[src/rtl/tt_mask_idx_agu_if.sv]
// Mask/index item stream (producer -> AGU) and element request channel (AGU -> memory pipe).
// master = environment side, slave = the address generator.
interface tt_mask_idx_agu_if #(
  parameter int VLEN   = 256,
  parameter int ADDR_W = 64
);
  localparam int ELEM_W = $clog2(VLEN);

  logic              mask_idx_valid;
  logic [64:0]       mask_idx_item;
  logic              mask_idx_last_idx;
  logic              mask_idx_credit;
  logic              req_valid;
  logic              req_ready;
  logic [ADDR_W-1:0] req_addr;
  logic [ELEM_W-1:0] req_elem;
  logic              req_active;
  logic              req_last;

  modport master (
    output mask_idx_valid, mask_idx_item, mask_idx_last_idx, req_ready,
    input  mask_idx_credit, req_valid, req_addr, req_elem, req_active, req_last
  );
  modport slave (
    input  mask_idx_valid, mask_idx_item, mask_idx_last_idx, req_ready,
    output mask_idx_credit, req_valid, req_addr, req_elem, req_active, req_last
  );
endinterface

[src/rtl/tt_mask_idx_agu.sv]
// Vector memop address generator: expands a memop into per-element requests using a credit-managed
// mask/index item FIFO. Optional feature macro: TT_AGU_SKIP_INACTIVE_EN (drop masked-off elements).
module tt_mask_idx_agu #(
  parameter int VLEN   = 256,
  parameter int DEPTH  = 2,
  parameter int ADDR_W = 64
) (
  input  logic                      i_clk,
  input  logic                      i_reset_n,
  input  logic                      i_start,
  input  logic [ADDR_W-1:0]         i_base_addr,
  input  logic [ADDR_W-1:0]         i_stride,
  input  logic [$clog2(VLEN+1)-1:0] i_vl,
  input  logic                      i_is_masked,
  input  logic                      i_is_indexed,
  output logic                      o_busy,
  tt_mask_idx_agu_if.slave          mi
);
  localparam int VL_W   = $clog2(VLEN+1);
  localparam int ELEM_W = $clog2(VLEN);
  localparam int PTR_W  = (DEPTH > 1) ? $clog2(DEPTH) : 1;
  localparam int CNT_W  = $clog2(DEPTH+1);

  typedef enum logic {IDLE, ISSUE} state_e;
  state_e state, state_nxt;

  logic [ADDR_W-1:0] cfg_base, cfg_stride, addr_acc, addr;
  logic [VL_W-1:0]   cfg_vl;
  logic              cfg_msk, cfg_idx;
  logic [ELEM_W-1:0] elem;
  logic [64:0]       fifo_item [DEPTH];
  logic              fifo_last [DEPTH];
  logic [PTR_W-1:0]  wr_ptr, rd_ptr;
  logic [CNT_W-1:0]  count;
  logic [64:0]       head_item;
  logic [63:0]       head_mask;
  logic [5:0]        bit_sel;
  logic              head_last, nd, have, active, elem_last;
  logic              req_vld, step, pop, push, start_ok, credit;

  function automatic logic [PTR_W-1:0] ptr_inc(input logic [PTR_W-1:0] p);
    return (p == PTR_W'(DEPTH-1)) ? '0 : p + PTR_W'(1);
  endfunction

  assign start_ok = (state == IDLE) && i_start && (i_vl != '0);

  always_ff @(posedge i_clk) begin
    if (!i_reset_n) state <= IDLE;
    else            state <= state_nxt;
  end

  always_comb begin
    state_nxt = state;
    case (state)
      IDLE:    if (start_ok) state_nxt = ISSUE;
      ISSUE:   if (step && elem_last) state_nxt = IDLE;
      default: state_nxt = IDLE;
    endcase
  end

  always_comb begin
    head_item = fifo_item[rd_ptr];
    head_last = fifo_last[rd_ptr];
    head_mask = head_item[63:0];
    bit_sel   = 6'(elem);
    nd        = cfg_idx | cfg_msk;
    have      = !nd || (count != '0);
    elem_last = (VL_W'(elem) == cfg_vl - VL_W'(1));
    if (!nd)          active = 1'b1;
    else if (cfg_idx) active = !cfg_msk || head_item[64];
    else              active = head_mask[bit_sel];
    addr = cfg_idx ? cfg_base + ADDR_W'(head_item[63:0]) : addr_acc;
`ifdef TT_AGU_SKIP_INACTIVE_EN
    // Inactive elements burn one cycle internally without reaching the request pipe.
    req_vld = (state == ISSUE) && have && active;
    step    = (state == ISSUE) && have && (!active || mi.req_ready);
`else
    req_vld = (state == ISSUE) && have;
    step    = req_vld && mi.req_ready;
`endif
    // A strided mask word covers 64 elements; index items cover one each.
    pop  = step && nd && (cfg_idx || bit_sel == 6'd63 || elem_last);
    push = mi.mask_idx_valid && ((count != CNT_W'(DEPTH)) || pop);
  end

  assign mi.req_valid       = req_vld;
  assign mi.req_addr        = req_vld ? addr : '0;
  assign mi.req_elem        = req_vld ? elem : '0;
  assign mi.req_active      = req_vld && active;
  assign mi.req_last        = req_vld && elem_last;
  assign mi.mask_idx_credit = credit;
  assign o_busy             = (state != IDLE);

  always_ff @(posedge i_clk) begin
    if (!i_reset_n) begin
      cfg_base   <= '0;
      cfg_stride <= '0;
      cfg_vl     <= '0;
      cfg_msk    <= 1'b0;
      cfg_idx    <= 1'b0;
      elem       <= '0;
      addr_acc   <= '0;
      credit     <= 1'b0;
    end else begin
      credit <= pop;
      if (start_ok) begin
        cfg_base   <= i_base_addr;
        cfg_stride <= i_stride;
        cfg_vl     <= i_vl;
        cfg_msk    <= i_is_masked;
        cfg_idx    <= i_is_indexed;
        elem       <= '0;
        addr_acc   <= i_base_addr;
      end else if (step) begin
        elem     <= elem + ELEM_W'(1);
        addr_acc <= addr_acc + cfg_stride;
      end
    end
  end

  always_ff @(posedge i_clk) begin
    if (!i_reset_n) begin
      wr_ptr <= '0;
      rd_ptr <= '0;
      count  <= '0;
    end else begin
      if (push) wr_ptr <= ptr_inc(wr_ptr);
      if (pop)  rd_ptr <= ptr_inc(rd_ptr);
      case ({push, pop})
        2'b10:   count <= count + CNT_W'(1);
        2'b01:   count <= count - CNT_W'(1);
        default: count <= count;
      endcase
    end
  end

  always_ff @(posedge i_clk) begin
    if (push) begin
      fifo_item[wr_ptr] <= mi.mask_idx_item;
      fifo_last[wr_ptr] <= mi.mask_idx_last_idx;
    end
  end

  a_start_idle: assert property (@(posedge i_clk) disable iff (!i_reset_n) i_start |-> state == IDLE);
  a_last_idx:   assert property (@(posedge i_clk) disable iff (!i_reset_n) (pop && elem_last) |-> head_last);
  a_push_full:  assert property (@(posedge i_clk) disable iff (!i_reset_n)
                                 mi.mask_idx_valid |-> ((count != CNT_W'(DEPTH)) || pop));
endmodule
[src/flat_wrapper.sv]
// flat-port wrapper written by rule: the top's interface ports become plain ports
module tt_mask_idx_agu_flat 
#(
  parameter int VLEN   = 256,
  parameter int DEPTH  = 2,
  parameter int ADDR_W = 64
)
  (i_clk, i_reset_n, i_start, i_base_addr, i_stride, i_vl, i_is_masked, i_is_indexed, o_busy, mi_mask_idx_valid, mi_mask_idx_item, mi_mask_idx_last_idx, mi_req_ready, mi_mask_idx_credit, mi_req_valid, mi_req_addr, mi_req_elem, mi_req_active, mi_req_last);
  tt_mask_idx_agu_if #(.VLEN(VLEN), .ADDR_W(ADDR_W)) mi_i ();
  input  logic i_clk;
  input  logic i_reset_n;
  input  logic i_start;
  input  logic [ADDR_W-1:0] i_base_addr;
  input  logic [ADDR_W-1:0] i_stride;
  input  logic [$clog2(VLEN+1)-1:0] i_vl;
  input  logic i_is_masked;
  input  logic i_is_indexed;
  output logic o_busy;
  input wire logic [$bits(mi_i.mask_idx_valid)-1:0] mi_mask_idx_valid;
  input wire logic [$bits(mi_i.mask_idx_item)-1:0] mi_mask_idx_item;
  input wire logic [$bits(mi_i.mask_idx_last_idx)-1:0] mi_mask_idx_last_idx;
  input wire logic [$bits(mi_i.req_ready)-1:0] mi_req_ready;
  output wire logic [$bits(mi_i.mask_idx_credit)-1:0] mi_mask_idx_credit;
  output wire logic [$bits(mi_i.req_valid)-1:0] mi_req_valid;
  output wire logic [$bits(mi_i.req_addr)-1:0] mi_req_addr;
  output wire logic [$bits(mi_i.req_elem)-1:0] mi_req_elem;
  output wire logic [$bits(mi_i.req_active)-1:0] mi_req_active;
  output wire logic [$bits(mi_i.req_last)-1:0] mi_req_last;
  assign mi_i.mask_idx_valid = mi_mask_idx_valid;
  assign mi_i.mask_idx_item = mi_mask_idx_item;
  assign mi_i.mask_idx_last_idx = mi_mask_idx_last_idx;
  assign mi_i.req_ready = mi_req_ready;
  assign mi_mask_idx_credit = mi_i.mask_idx_credit;
  assign mi_req_valid = mi_i.req_valid;
  assign mi_req_addr = mi_i.req_addr;
  assign mi_req_elem = mi_i.req_elem;
  assign mi_req_active = mi_i.req_active;
  assign mi_req_last = mi_i.req_last;
  tt_mask_idx_agu #(.VLEN(VLEN), .DEPTH(DEPTH), .ADDR_W(ADDR_W)) u_core (.i_clk(i_clk), .i_reset_n(i_reset_n), .i_start(i_start), .i_base_addr(i_base_addr), .i_stride(i_stride), .i_vl(i_vl), .i_is_masked(i_is_masked), .i_is_indexed(i_is_indexed), .o_busy(o_busy), .mi(mi_i));
endmodule
[config.mk]
export PLATFORM = sky130hd
export DESIGN_NAME = tt_mask_idx_agu_flat
export DESIGN_NICKNAME = d
export VERILOG_FILES = /design/src/rtl/tt_mask_idx_agu_if.sv /design/src/rtl/tt_mask_idx_agu.sv /design/src/flat_wrapper.sv
export SDC_FILE = /design/constraint.sdc
export NUM_CORES = 1
export LEC_CHECK = 0
export BUFFER_PORTS_ARGS = -buffer_cell sky130_fd_sc_hd__buf_2
export CAP_MARGIN = 40
export CORE_ASPECT_RATIO = 0.8
export CORE_MARGIN = 4
export CORE_UTILIZATION = 40
export CTS_CLUSTER_SIZE = 8
export DETAILED_ROUTE_END_ITERATION = 16
export SYNTH_ARGS = -nofsm -noshare
export SYNTH_HDL_FRONTEND = slang
export SYNTH_SLANG_ARGS = --single-unit
[constraint.sdc]
create_clock -name i_clk -period 12.4 [get_ports i_clk]
set_clock_uncertainty 0.2 [all_clocks]
set_input_delay 0 -clock i_clk [delete_from_list [all_inputs] [get_ports i_clk]]
set_output_delay 0 -clock i_clk [all_outputs]
set_load 0.01 [all_outputs]
==> flow_summary.json <==
{
  "first_drt_iteration_drcs": 1649,
  "design.final.nets": 3438,
  "drc_errors": 0,
  "drtPass1Iterations": 6,
  "grt_antenna_before_repair": 1,
  "syn_to_final_growth_pct": 30.5,
  "viasPerCell": 5.53,
  "die_x_microns": 270,
  "min-delay-path-class": "in -> reg",
  "antenna-diode-count": 0,
  "grt_remaining_overflow": 0,
  "drt.antenna.violating_nets": 0,
  "maximum_root_to_sink_buffer_count": 3,
  "power.clock.fraction": 0.369,
  "finalHoldViolations": 0,
  "timing.setup.critical_path_class": "reg -> out",
  "cts.clk_slew.worst_paths_ns": 0.05,
  "setup.worst_path.start_class": "flop",
  "synth.cell_area_sq_um": 22000,
  "floorplan.die_area_sq_um": 58900,
  "power_switching_mw": 1.03,
  "worst-slew-pin-transition_ns": 0.923,
  "grt_pass1_vias": 21400,
  "pre_cts_ws_ns": 7.12,
  "slew_viols_final": 0,
  "ctsHtreeMaxLevel": 2,
  "clock_tree_root_buffer_cell": "sky130_fd_sc_hd__clkbuf_16",
  "power.share.switching": 0.304,
  "ios": 287,
  "synthesis.nets": 2885,
  "finish.cell_count_without_fillers": 3823,
  "cts_buffers": 50,
  "sequential_area_share_after_synthesis": 0.375,
  "combinational_share_of_power": 0.237,
  "core_area_sq_um": 54100,
  "proportion_of_register_bits_with_asynchronous_set_or_reset_after_synthesis": 0,
  "fin_setup_tns_ns": 0,
  "power_per_cell_area_nw_per_um2": 118,
  "synthesis.area_per_instance_sq_um": 8.65,
  "synth.top_cells.by_area": "sky130_fd_sc_hd__dfxtp_1, sky130_fd_sc_hd__edfxtp_1, sky130_fd_sc_hd__nand2_1",
  "rsz_0062_raised_after_global_routing": "false",
  "worst_ep_required_time_ns": 12.20,
  "numPortBuffers": 285,
  "synth_largest_area_cell": "sky130_fd_sc_hd__dfxtp_1",
  "vdd.ir_drop.worst_mv": 0.0967,
  "post-route-period-util": 0.477,
  "final_layout_size_suffix_gt1_frac": 0.161,
  "placedCellCount": 3395,
  "post-layout-total-power_mw": 3.38,
  "cell_internal_pwr_mw": 2.35,
  "vias_post_dr": 21100,
  "std_cell_rows": 76,
  "critical_path.endpoint_type": "primary output",
  "predominant_post_synthesis_flop_cell": "sky130_fd_sc_hd__dfxtp_1",
  "synth-seq-cells": 348,
  "global_route_wire_length_before_repair_microns": 118000,
  "cts_resized": 0,
  "dp.final_hpwl_microns": 57100,
  "dieHeight_microns": 218,
  "signal_arrival_time_at_the_worst_endpoint_ns": 5.71,
  "initial_utilization": 0.407,
  "timing.final.ws_setup_ns": 6.49,
  "cts_tree": "done",
  "finalCriticalPeriod_ns": 5.91,
  "drv.max_cap_violation_count": 0,
  "yosysWarnings": 0,
  "wl_per_cell_microns": 20.2,
  "critical_path.max_fanout": 41,
  "clock_insertion_delay_worst_skew_ns": 0.61,
  "synth.lib_cells_used.distinct": 96,
  "fmax_mhz": 169,
  "grt_start_max_net_pins": 91,
  "grt_usage": 0.255,
  "synth_edf_count": 130,
  "timing.final.setup_violations": 0,
  "cts.sinks": 348,
  "gp_congestion": 0.934,
  "synthesis.instances": 2545,
  "run_status": "complete, no violations",
  "total_leakage_power_nw": 11.9,
  "p_seq_frac": 0.394,
  "finalWirelength_microns": 77200,
  "maxSlewHeadroom": 0.385,
  "yosys.area.top_type_share": 0.198
}
## sequential cells by signal, indices dropped and copies added, names as in the netlist, 2 cells and up, named ones only
signal	count
u_core.fifo_item	130
u_core.addr_acc	64
u_core.cfg_base	64
u_core.cfg_stride	64
u_core.cfg_vl	9
u_core.elem	8
u_core.count	2
## stage by stage
stage                     hold WS [ns]   util  cell area, sq um
after floorplan                 -0.101      -             22000
after global placement         -0.0107  0.439             23800
after detailed placement      -0.00821  0.440             23800
after CTS                      0.00111  0.531             28700
after global routing            0.0190  0.531             28700
final                           0.0186  0.531             28700
## cells in the final DEF, fill, tap and decap left out, drive strengths merged, types with 12 or more instances in the layout
master       instances
xor2                51
mux2                96
and2                16
nand2b              17
edfxtp             130
buf                305
a21oi              354
o221ai              12
xnor2               76
a21o                89
dfxtp              218
nand2              474
nand4               43
nand3               30
and3                22
inv                 43
o21ai              119
clkbuf              70
nor3                26
a211oi              18
ha                 128
nor2               156
a31oi               24
o21bai              27
dlygate4sd3        353
o211ai              14
mux2i               46
o21a                17
## cell usage after synthesis (18+ instances only)
master                     number
sky130_fd_sc_hd__a21oi_1      349
sky130_fd_sc_hd__nand2_1      474
sky130_fd_sc_hd__xor2_1        51
sky130_fd_sc_hd__o21bai_1      27
sky130_fd_sc_hd__a31oi_1       22
sky130_fd_sc_hd__o21ai_1       24
sky130_fd_sc_hd__o21ai_0       92
sky130_fd_sc_hd__ha_1         128
sky130_fd_sc_hd__nand3_1       30
sky130_fd_sc_hd__inv_1         40
sky130_fd_sc_hd__mux2_2        74
sky130_fd_sc_hd__nor3_1        25
sky130_fd_sc_hd__mux2_1        21
sky130_fd_sc_hd__and3_1        18
sky130_fd_sc_hd__edfxtp_1     130
sky130_fd_sc_hd__nor2_1       156
sky130_fd_sc_hd__dfxtp_1      218
sky130_fd_sc_hd__a21o_1        86
sky130_fd_sc_hd__nand4_1       43
sky130_fd_sc_hd__xnor2_1       76
sky130_fd_sc_hd__mux2i_1       46
sky130_fd_sc_hd__clkbuf_1     121
## metal layers
metal  track usage  vias up  routed length, microns
met5             0        -                       0
li1              -    10300                       -
met3        0.0489      119                    4880
met4        0.0655        0                    2060
met2         0.444      656                   36700
met1         0.326    10100                   33500
## power groups by stage
stage	Combinational, mW	Clock, mW	Sequential [mW]
after floorplan	0.511	0	1.33
after global placement	0.693	0	1.35
after detailed placement	0.701	0	1.36
after CTS	0.791	1.28	1.33
after global routing	0.880	1.33	1.34
final	0.800	1.25	1.33
## cell families (layout without fill, tap and decap cells)
family,count (synthesis),in the layout,synth area share
flip-flops,348,348,0.375
adder cells (fa/ha/maj),130,130,0.0745
AND/OR/NAND/NOR,833,833,0.165
AO/OA/AOI/OAI,757,757,0.213
multiplexers,152,152,0.0804
XOR/XNOR,127,127,0.0505
buffers and inverters,198,774,0.0411
## critical path: stages, from the launching register on
cell and delay (ns):
sky130_fd_sc_hd__dfxtp_2 0.71, sky130_fd_sc_hd__buf_4 0.60, sky130_fd_sc_hd__mux2_2 0.44, sky130_fd_sc_hd__ha_1 0.41
sky130_fd_sc_hd__a21oi_1 0.28, sky130_fd_sc_hd__o21ai_1 0.12, sky130_fd_sc_hd__a221o_1 0.35, sky130_fd_sc_hd__a21oi_1 0.24
sky130_fd_sc_hd__o31ai_4 0.15, sky130_fd_sc_hd__a221o_1 0.38, sky130_fd_sc_hd__a21oi_1 0.35, sky130_fd_sc_hd__o31a_1 0.31
sky130_fd_sc_hd__nor2_1 0.08, sky130_fd_sc_hd__xnor2_1 0.13, sky130_fd_sc_hd__a21oi_1 0.35, sky130_fd_sc_hd__buf_2 0.21
## area by class of cell
cell class / instances / area, sq um
well taps: 702 / 878
flip-flops and latches: 348 / 8270
multi-input cells: 1999 / 12900
clock inverters: 5 / 70.1
fillers: 5078 / 25400
inverters: 41 / 156
clock buffers: 70 / 1330
repair buffers: 658 / 5140
## worst paths after layout
kind | startpoint | to | slack (ns) | cells after the start
worst min-delay path | i_stride[40] | u_core.cfg_stride[40]$_SDFFE_PN0P_ | 0.02 | 4
worst min register to register | u_core.cfg_stride[22]$_SDFFE_PN0P_ | u_core.cfg_stride[22]$_SDFFE_PN0P_ | 0.26 | 2
worst max-delay path | flop | mi_req_addr[42] | 6.49 | 15
worst max register to register | u_core.cfg_vl[0]$_SDFFE_PN0P_ | u_core.fifo_item[1][11]$_DFFE_PP_ | 7.55 | 10
## repair_timing
action                    4_1_cts  5_1_grt
buffers inserted                0        0
hold endpoints to repair      377        0
hold buffers                  353        0
Note: power is estimated with default switching activity, not from simulation.
